File: src/rtl/ps2_keyboard_tx_if.sv
// Scancode push port plus generated PS/2 lines of the keyboard emulator.
// PS2_TX_PARITY_INJ_EN adds the per-byte parity-error injection input.
`timescale 1ns/1ps
interface ps2_keyboard_tx_if;
   logic [7:0] in_data;
   logic       in_valid;
   logic       in_ready;
   logic       ps2_clk;
   logic       ps2_data;
   logic       busy;
`ifdef PS2_TX_PARITY_INJ_EN
   logic       inj_par_err;
`endif

   modport master (
`ifdef PS2_TX_PARITY_INJ_EN
      output inj_par_err,
`endif
      output in_data, in_valid,
      input  in_ready, ps2_clk, ps2_data, busy
   );

   modport slave (
`ifdef PS2_TX_PARITY_INJ_EN
      input  inj_par_err,
`endif
      input  in_data, in_valid,
      output in_ready, ps2_clk, ps2_data, busy
   );
endinterface

File: src/rtl/ps2_keyboard_tx.sv
// Device-side PS/2 keyboard emulator: scancode FIFO feeding an 11-bit frame serialiser.
// Optional PS2_TX_PARITY_INJ_EN stores an inject flag per byte that inverts the frame parity.
`timescale 1ns/1ps
module ps2_keyboard_tx #(
   parameter int unsigned CLK_DIV    = 8,
   parameter int unsigned FIFO_DEPTH = 4,
   parameter int unsigned GAP_CYCLES = 32
) (
   input  logic               clk,
   input  logic               resetn,
   ps2_keyboard_tx_if.slave   bus
);

   localparam int unsigned PTR_W = $clog2(FIFO_DEPTH);
   localparam int unsigned CNT_W = PTR_W + 1;
   localparam int unsigned DIV_W = $clog2(2 * CLK_DIV);
   localparam int unsigned GAP_W = $clog2(GAP_CYCLES + 1);
`ifdef PS2_TX_PARITY_INJ_EN
   localparam int unsigned ENT_W = 9;
`else
   localparam int unsigned ENT_W = 8;
`endif

   typedef enum logic [1:0] {S_IDLE, S_LOAD, S_SHIFT, S_GAP} state_t;

   state_t             state_q, state_d;
   logic [ENT_W-1:0]   fifo_q [FIFO_DEPTH];
   logic [PTR_W-1:0]   wr_ptr_q, wr_ptr_d;
   logic [PTR_W-1:0]   rd_ptr_q, rd_ptr_d;
   logic [CNT_W-1:0]   count_q, count_d;
   logic [DIV_W-1:0]   div_q, div_d;
   logic [3:0]         idx_q, idx_d;
   logic [GAP_W-1:0]   gap_q, gap_d;
   logic [10:0]        shreg_q, shreg_d;
   logic               ps2_clk_q, ps2_clk_d;
   logic               ps2_data_q, ps2_data_d;
   logic               busy_q, busy_d;
   logic               in_ready_q, in_ready_d;

   logic               push, pop;
   logic [ENT_W-1:0]   entry_in, head;
   logic [7:0]         head_data;
   logic               head_par;

   // in_ready_q already mirrors !full, so a push into a full FIFO cannot happen
   assign push = bus.in_valid & in_ready_q;
   assign pop  = (state_q == S_LOAD);
   assign head = fifo_q[rd_ptr_q];
   assign head_data = head[7:0];

`ifdef PS2_TX_PARITY_INJ_EN
   assign entry_in = {bus.inj_par_err, bus.in_data};
   assign head_par = (~^head_data) ^ head[8];
`else
   assign entry_in = bus.in_data;
   assign head_par = ~^head_data;
`endif

   assign bus.in_ready = in_ready_q;
   assign bus.ps2_clk  = ps2_clk_q;
   assign bus.ps2_data = ps2_data_q;
   assign bus.busy     = busy_q;

   always_ff @(posedge clk) begin
      if (push) fifo_q[wr_ptr_q] <= entry_in;
   end

   // Next-state and registered-output computation; outputs lag the divider by one clock
   always_comb begin
      state_d    = state_q;
      div_d      = div_q;
      idx_d      = idx_q;
      gap_d      = gap_q;
      shreg_d    = shreg_q;
      ps2_clk_d  = 1'b1;
      ps2_data_d = 1'b1;
      wr_ptr_d   = wr_ptr_q;
      rd_ptr_d   = rd_ptr_q;
      count_d    = count_q;

      if (push) wr_ptr_d = wr_ptr_q + PTR_W'(1);
      if (pop)  rd_ptr_d = rd_ptr_q + PTR_W'(1);
      case ({push, pop})
         2'b10:   count_d = count_q + CNT_W'(1);
         2'b01:   count_d = count_q - CNT_W'(1);
         default: count_d = count_q;
      endcase

      unique case (state_q)
         S_IDLE: begin
            if (count_q != '0) state_d = S_LOAD;
         end
         S_LOAD: begin
            shreg_d = {1'b1, head_par, head_data, 1'b0};
            div_d   = '0;
            idx_d   = '0;
            state_d = S_SHIFT;
         end
         S_SHIFT: begin
            ps2_data_d = shreg_q[0];
            ps2_clk_d  = (div_q < DIV_W'(CLK_DIV));
            if (div_q == DIV_W'(2 * CLK_DIV - 1)) begin
               div_d   = '0;
               shreg_d = {1'b1, shreg_q[10:1]};
               if (idx_q == 4'd10) begin
                  gap_d   = '0;
                  state_d = S_GAP;
               end else begin
                  idx_d = idx_q + 4'd1;
               end
            end else begin
               div_d = div_q + DIV_W'(1);
            end
         end
         S_GAP: begin
            if (gap_q == GAP_W'(GAP_CYCLES - 1)) state_d = S_IDLE;
            else                                gap_d   = gap_q + GAP_W'(1);
         end
      endcase

      in_ready_d = (count_d != CNT_W'(FIFO_DEPTH));
      busy_d     = (count_d != '0) || (state_d != S_IDLE);
   end

   always_ff @(posedge clk) begin
      if (!resetn) begin
         state_q    <= S_IDLE;
         wr_ptr_q   <= '0;
         rd_ptr_q   <= '0;
         count_q    <= '0;
         div_q      <= '0;
         idx_q      <= '0;
         gap_q      <= '0;
         shreg_q    <= '1;
         ps2_clk_q  <= 1'b1;
         ps2_data_q <= 1'b1;
         busy_q     <= 1'b0;
         in_ready_q <= 1'b0;
      end else begin
         state_q    <= state_d;
         wr_ptr_q   <= wr_ptr_d;
         rd_ptr_q   <= rd_ptr_d;
         count_q    <= count_d;
         div_q      <= div_d;
         idx_q      <= idx_d;
         gap_q      <= gap_d;
         shreg_q    <= shreg_d;
         ps2_clk_q  <= ps2_clk_d;
         ps2_data_q <= ps2_data_d;
         busy_q     <= busy_d;
         in_ready_q <= in_ready_d;
      end
   end

endmodule

File: src/flat_wrapper.sv
// flat-port wrapper written by rule: the top's interface ports become plain ports
module ps2_keyboard_tx_flat 
#(
   parameter int unsigned CLK_DIV    = 8,
   parameter int unsigned FIFO_DEPTH = 4,
   parameter int unsigned GAP_CYCLES = 32
)
  (clk, resetn, bus_in_data, bus_in_valid, bus_in_ready, bus_ps2_clk, bus_ps2_data, bus_busy);
  ps2_keyboard_tx_if bus_i ();
  input  logic clk;
  input  logic resetn;
  input wire logic [$bits(bus_i.in_data)-1:0] bus_in_data;
  input wire logic [$bits(bus_i.in_valid)-1:0] bus_in_valid;
  output wire logic [$bits(bus_i.in_ready)-1:0] bus_in_ready;
  output wire logic [$bits(bus_i.ps2_clk)-1:0] bus_ps2_clk;
  output wire logic [$bits(bus_i.ps2_data)-1:0] bus_ps2_data;
  output wire logic [$bits(bus_i.busy)-1:0] bus_busy;
  assign bus_i.in_data = bus_in_data;
  assign bus_i.in_valid = bus_in_valid;
  assign bus_in_ready = bus_i.in_ready;
  assign bus_ps2_clk = bus_i.ps2_clk;
  assign bus_ps2_data = bus_i.ps2_data;
  assign bus_busy = bus_i.busy;
  ps2_keyboard_tx #(.CLK_DIV(CLK_DIV), .FIFO_DEPTH(FIFO_DEPTH), .GAP_CYCLES(GAP_CYCLES)) u_core (.clk(clk), .resetn(resetn), .bus(bus_i));
endmodule
File: config.mk
export PLATFORM = sky130hd
export DESIGN_NAME = ps2_keyboard_tx_flat
export DESIGN_NICKNAME = d
export VERILOG_FILES = /design/src/rtl/ps2_keyboard_tx_if.sv /design/src/rtl/ps2_keyboard_tx.sv /design/src/flat_wrapper.sv
export SDC_FILE = /design/constraint.sdc
export NUM_CORES = 1
export LEC_CHECK = 0
export ABC_AREA = 1
export CAP_MARGIN = 10
export CORE_MARGIN = 2
export CORE_UTILIZATION = 42
export CTS_CLUSTER_DIAMETER = 150
export DETAILED_ROUTE_END_ITERATION = 8
export GPL_ROUTABILITY_DRIVEN = 0
export HOLD_SLACK_MARGIN = 0.03
export SLEW_MARGIN = 25
export SYNTH_ARGS = -nofsm -noshare
export SYNTH_HDL_FRONTEND = slang
export SYNTH_SLANG_ARGS = --single-unit
File: constraint.sdc
create_clock -name clk -period 3.4 [get_ports clk]
set_input_delay 1.02 -clock clk [delete_from_list [all_inputs] [get_ports clk]]
set_output_delay 1.02 -clock clk [all_outputs]
set_load 0.02 [all_outputs]
==> impl_metrics.ini <==
[status]
outcome = finished, final reports clean

[detailed_routing]
drt_first_pass_iters = 4
post_drt_via_cell_ratio = 4.87
totalWireLength_um = 6210
final_antenna_net_count = 0
via_count = 2549
wl_per_cell_um = 11.9
drt-initial-drc-count = 145
drc = 0

[clock_tree]
cts_max_level = 3
path_clk_slew_ns = 0.09
cts_buffers = 9
cts_tree = done
cts.path.max_buffers = 2
hold_buffers = 0
clock_latency_ns = 0.34
cts_root_buf = clkbuf_8
post-cts-setup-buffers = 0
post_cts_resized = 0
cts_sinks = 71

[synthesis]
syn_nets = 423
yosys.area_share.simple = 0.223
synth-xor-area-share = 0.0234
yosys.area_share.adder = 0.0543
synth_area_sq_um = 3370
ys_ff_latch = 71
synth_cell_types = 30
synth_top_cell_area_share = 0.285
yosysSeqAreaShare = 0.517
synth_area_leaders = edfxtp_1, dfxtp_1, nand2_1
synth_cells = 398
yosysTopAreaCell = edfxtp_1
avgSynthCellArea_sq_um = 8.46
synth_mux_area_frac = 0
synth_compound_area_frac = 0.103
synth_top_family_by_area = simple AND/OR/NAND/NOR gates
yosysWarningCount = 0

[power]
p_total_mw = 2.54
clkPwrFrac = 0.262
peakVddDrop_mv = 0.414
power_frac_seq = 0.426
powerDensity_nw_per_um2 = 669
p_int_mw = 1.61
pwr-share-comb = 0.312
p_switching_mw = 0.923
total_leakage_power_nw = 1.58
switching_share = 0.364

[global_routing]
overflow = 0
grt_max_degree = 22
antenna_found_initial = 0
grt_pass1_wl_um = 10800
grt_usage = 0.159
grt_pass1_vias = 2294

[die]
row_count = 32
die_width_um = 93.5
die_y_um = 93.5
top_level_ports = 15
dieArea_sq_um = 8750
initial_core_util = 0.436
core_area_sq_um = 7730

[worst_setup_path]
crit_family = adder cells
worst_ep_arrival_time_ns = 2.99
critical_path.cell_chain = clkdlybuf4s50_1 -> nand2_1 -> ha_1 -> inv_1 -> fa_1 -> a21oi_1 -> o21ai_0 -> xor2_1 -> o21ai_0 -> nand3_1
crit_fanout = 9
critPathBufInv = 2
crit_path_max_incr_delay_ns = 0.39
required_ns = 3.61
end_kind = register
crit_type = input pin to register
crit_path_start_kind = input pin
crit_top_cell = o21ai_0
cp_slowest_cell = clkdlybuf4s50_1

[sta]
setup_slack_ns = 0.615
max_freq_mhz = 359
slew_headroom = 0.496
max_slew.worst_pin.slew_ns = 0.755
hold_viol_final = 0
setup_violations = 0
tns_ns = 0
fin_skew_ns = 0.0134
slew_violations = 0
post-route-period-util = 0.819
rsz0062_at_grt = no
post-route-min-period_ns = 2.79

[flow_run]
maxCapViolations = 0

[hold_path]
hold_class = register to register

[final_layout]
layout.cells.non_filler = 523
mostFrequentLayoutCells = nand2_1, inv_1, dfxtp_1
postLayoutCellArea_sq_um = 3790
drive_above_1_share = 0.0760
synthToLayoutAreaGrowth_pct = 12.7
nets = 441
num_antenna_cells = 0
final_common_cell = nand2_1

[placed_design]
post-place-ws_ns = 0.285
io_buffer_count = 14
placed_cells = 507
place_area_sq_um = 3600
hpwl_um = 4230
==> layer usage <==
layer,GRT usage,vias up,part of all wire,routed length [um]
li1,-,1338,-,-
met1,0.227,1169,0.50,3100
met2,0.237,38,0.46,2860
met3,0.0290,4,0.030,187
met4,0.0652,0,0.0098,61
met5,0,-,0,0
==> path summary, 6_finish.rpt <==
kind | from | end | slack (ns) | cells past startpoint
setup / recovery | bus_in_valid | u_core.bus.busy | 0.61 | 10
hold / removal | u_core.div_q[3] | u_core.bus.ps2_clk | 0.41 | 1
setup reg to reg | u_core.state_q[1] | u_core.bus.busy | 1.20 | 10
hold reg to reg | u_core.div_q[3] | u_core.bus.ps2_clk | 0.41 | 1
==> power groups by stage <==
| stage | Combinational [mW] | Sequential [mW] | Clock (mW) |
|---|---|---|---|
| after detailed placement | 0.790 | 1.10 | 0 |
| after global routing | 0.921 | 1.10 | 0.717 |
| final | 0.791 | 1.08 | 0.665 |
| after CTS | 0.796 | 1.08 | 0.680 |
| after floorplan | 0.654 | 1.07 | 0 |
| after global placement | 0.770 | 1.10 | 0 |
==> flip-flops by register name, summed over array words and instances, names as in the netlist, named ones only <==
name,count
u_core.fifo_q,32
u_core.shreg_q,10
u_core.gap_q,6
u_core.div_q,4
u_core.idx_q,4
u_core.count_q,3
u_core.rd_ptr_q,2
u_core.state_q,2
u_core.wr_ptr_q,2
u_core.bus.busy,1
u_core.bus.in_ready,1
u_core.bus.ps2_clk,1
u_core.bus.ps2_data,1
==> area by class of cell <==
type	instances	area, sq um
Tap cell	102	128
Clock inverter	7	72.6
Sequential cell	71	1740
Clock buffer	9	124
Multi-Input combinational cell	265	1360
Inverter	50	190
Timing Repair Buffer	19	178
Fill cell	753	3930
==> cells in the mapped netlist (all sizes together) <==
cell type,instances
nor3,6
dfxtp,39
edfxtp,32
o21ai,23
xnor2,4
buf,8
a31oi,1
a211oi,11
fa,1
nor2,20
inv,50
a21oi,22
nor3b,1
nand4,2
a311oi,1
clkbuf,4
o211a,1
xor2,5
nand3,29
nand2,124
ha,13
o211ai,1
==> cell families (layout without fill, tap and decap cells) <==
kind of cell,after synthesis,after routing
buffers and inverters,62,85
adder cells (fa/ha/maj),14,14
AND/OR/NAND/NOR,182,182
AO/OA/AOI/OAI,60,60
XOR/XNOR,9,9
flip-flops,71,71
==> per-stage QoR <==
stage / util / hold slack [ns]
after floorplan: - / 0.390
after global placement: 0.466 / 0.412
after detailed placement: 0.466 / 0.411
after CTS: 0.491 / 0.420
after global routing: 0.491 / 0.436
final: 0.491 / 0.414
==> worst reg2reg max path: stages (launching register included) <==
cell and delay, ns:
dfxtp_1 0.34, inv_1 0.10, ha_1 0.27, ha_1 0.19, inv_1 0.07, fa_1 0.38
a21oi_1 0.15, o21ai_0 0.11, xor2_1 0.18, o21ai_0 0.18, nand3_1 0.10
(Power assumes the default switching activity.)
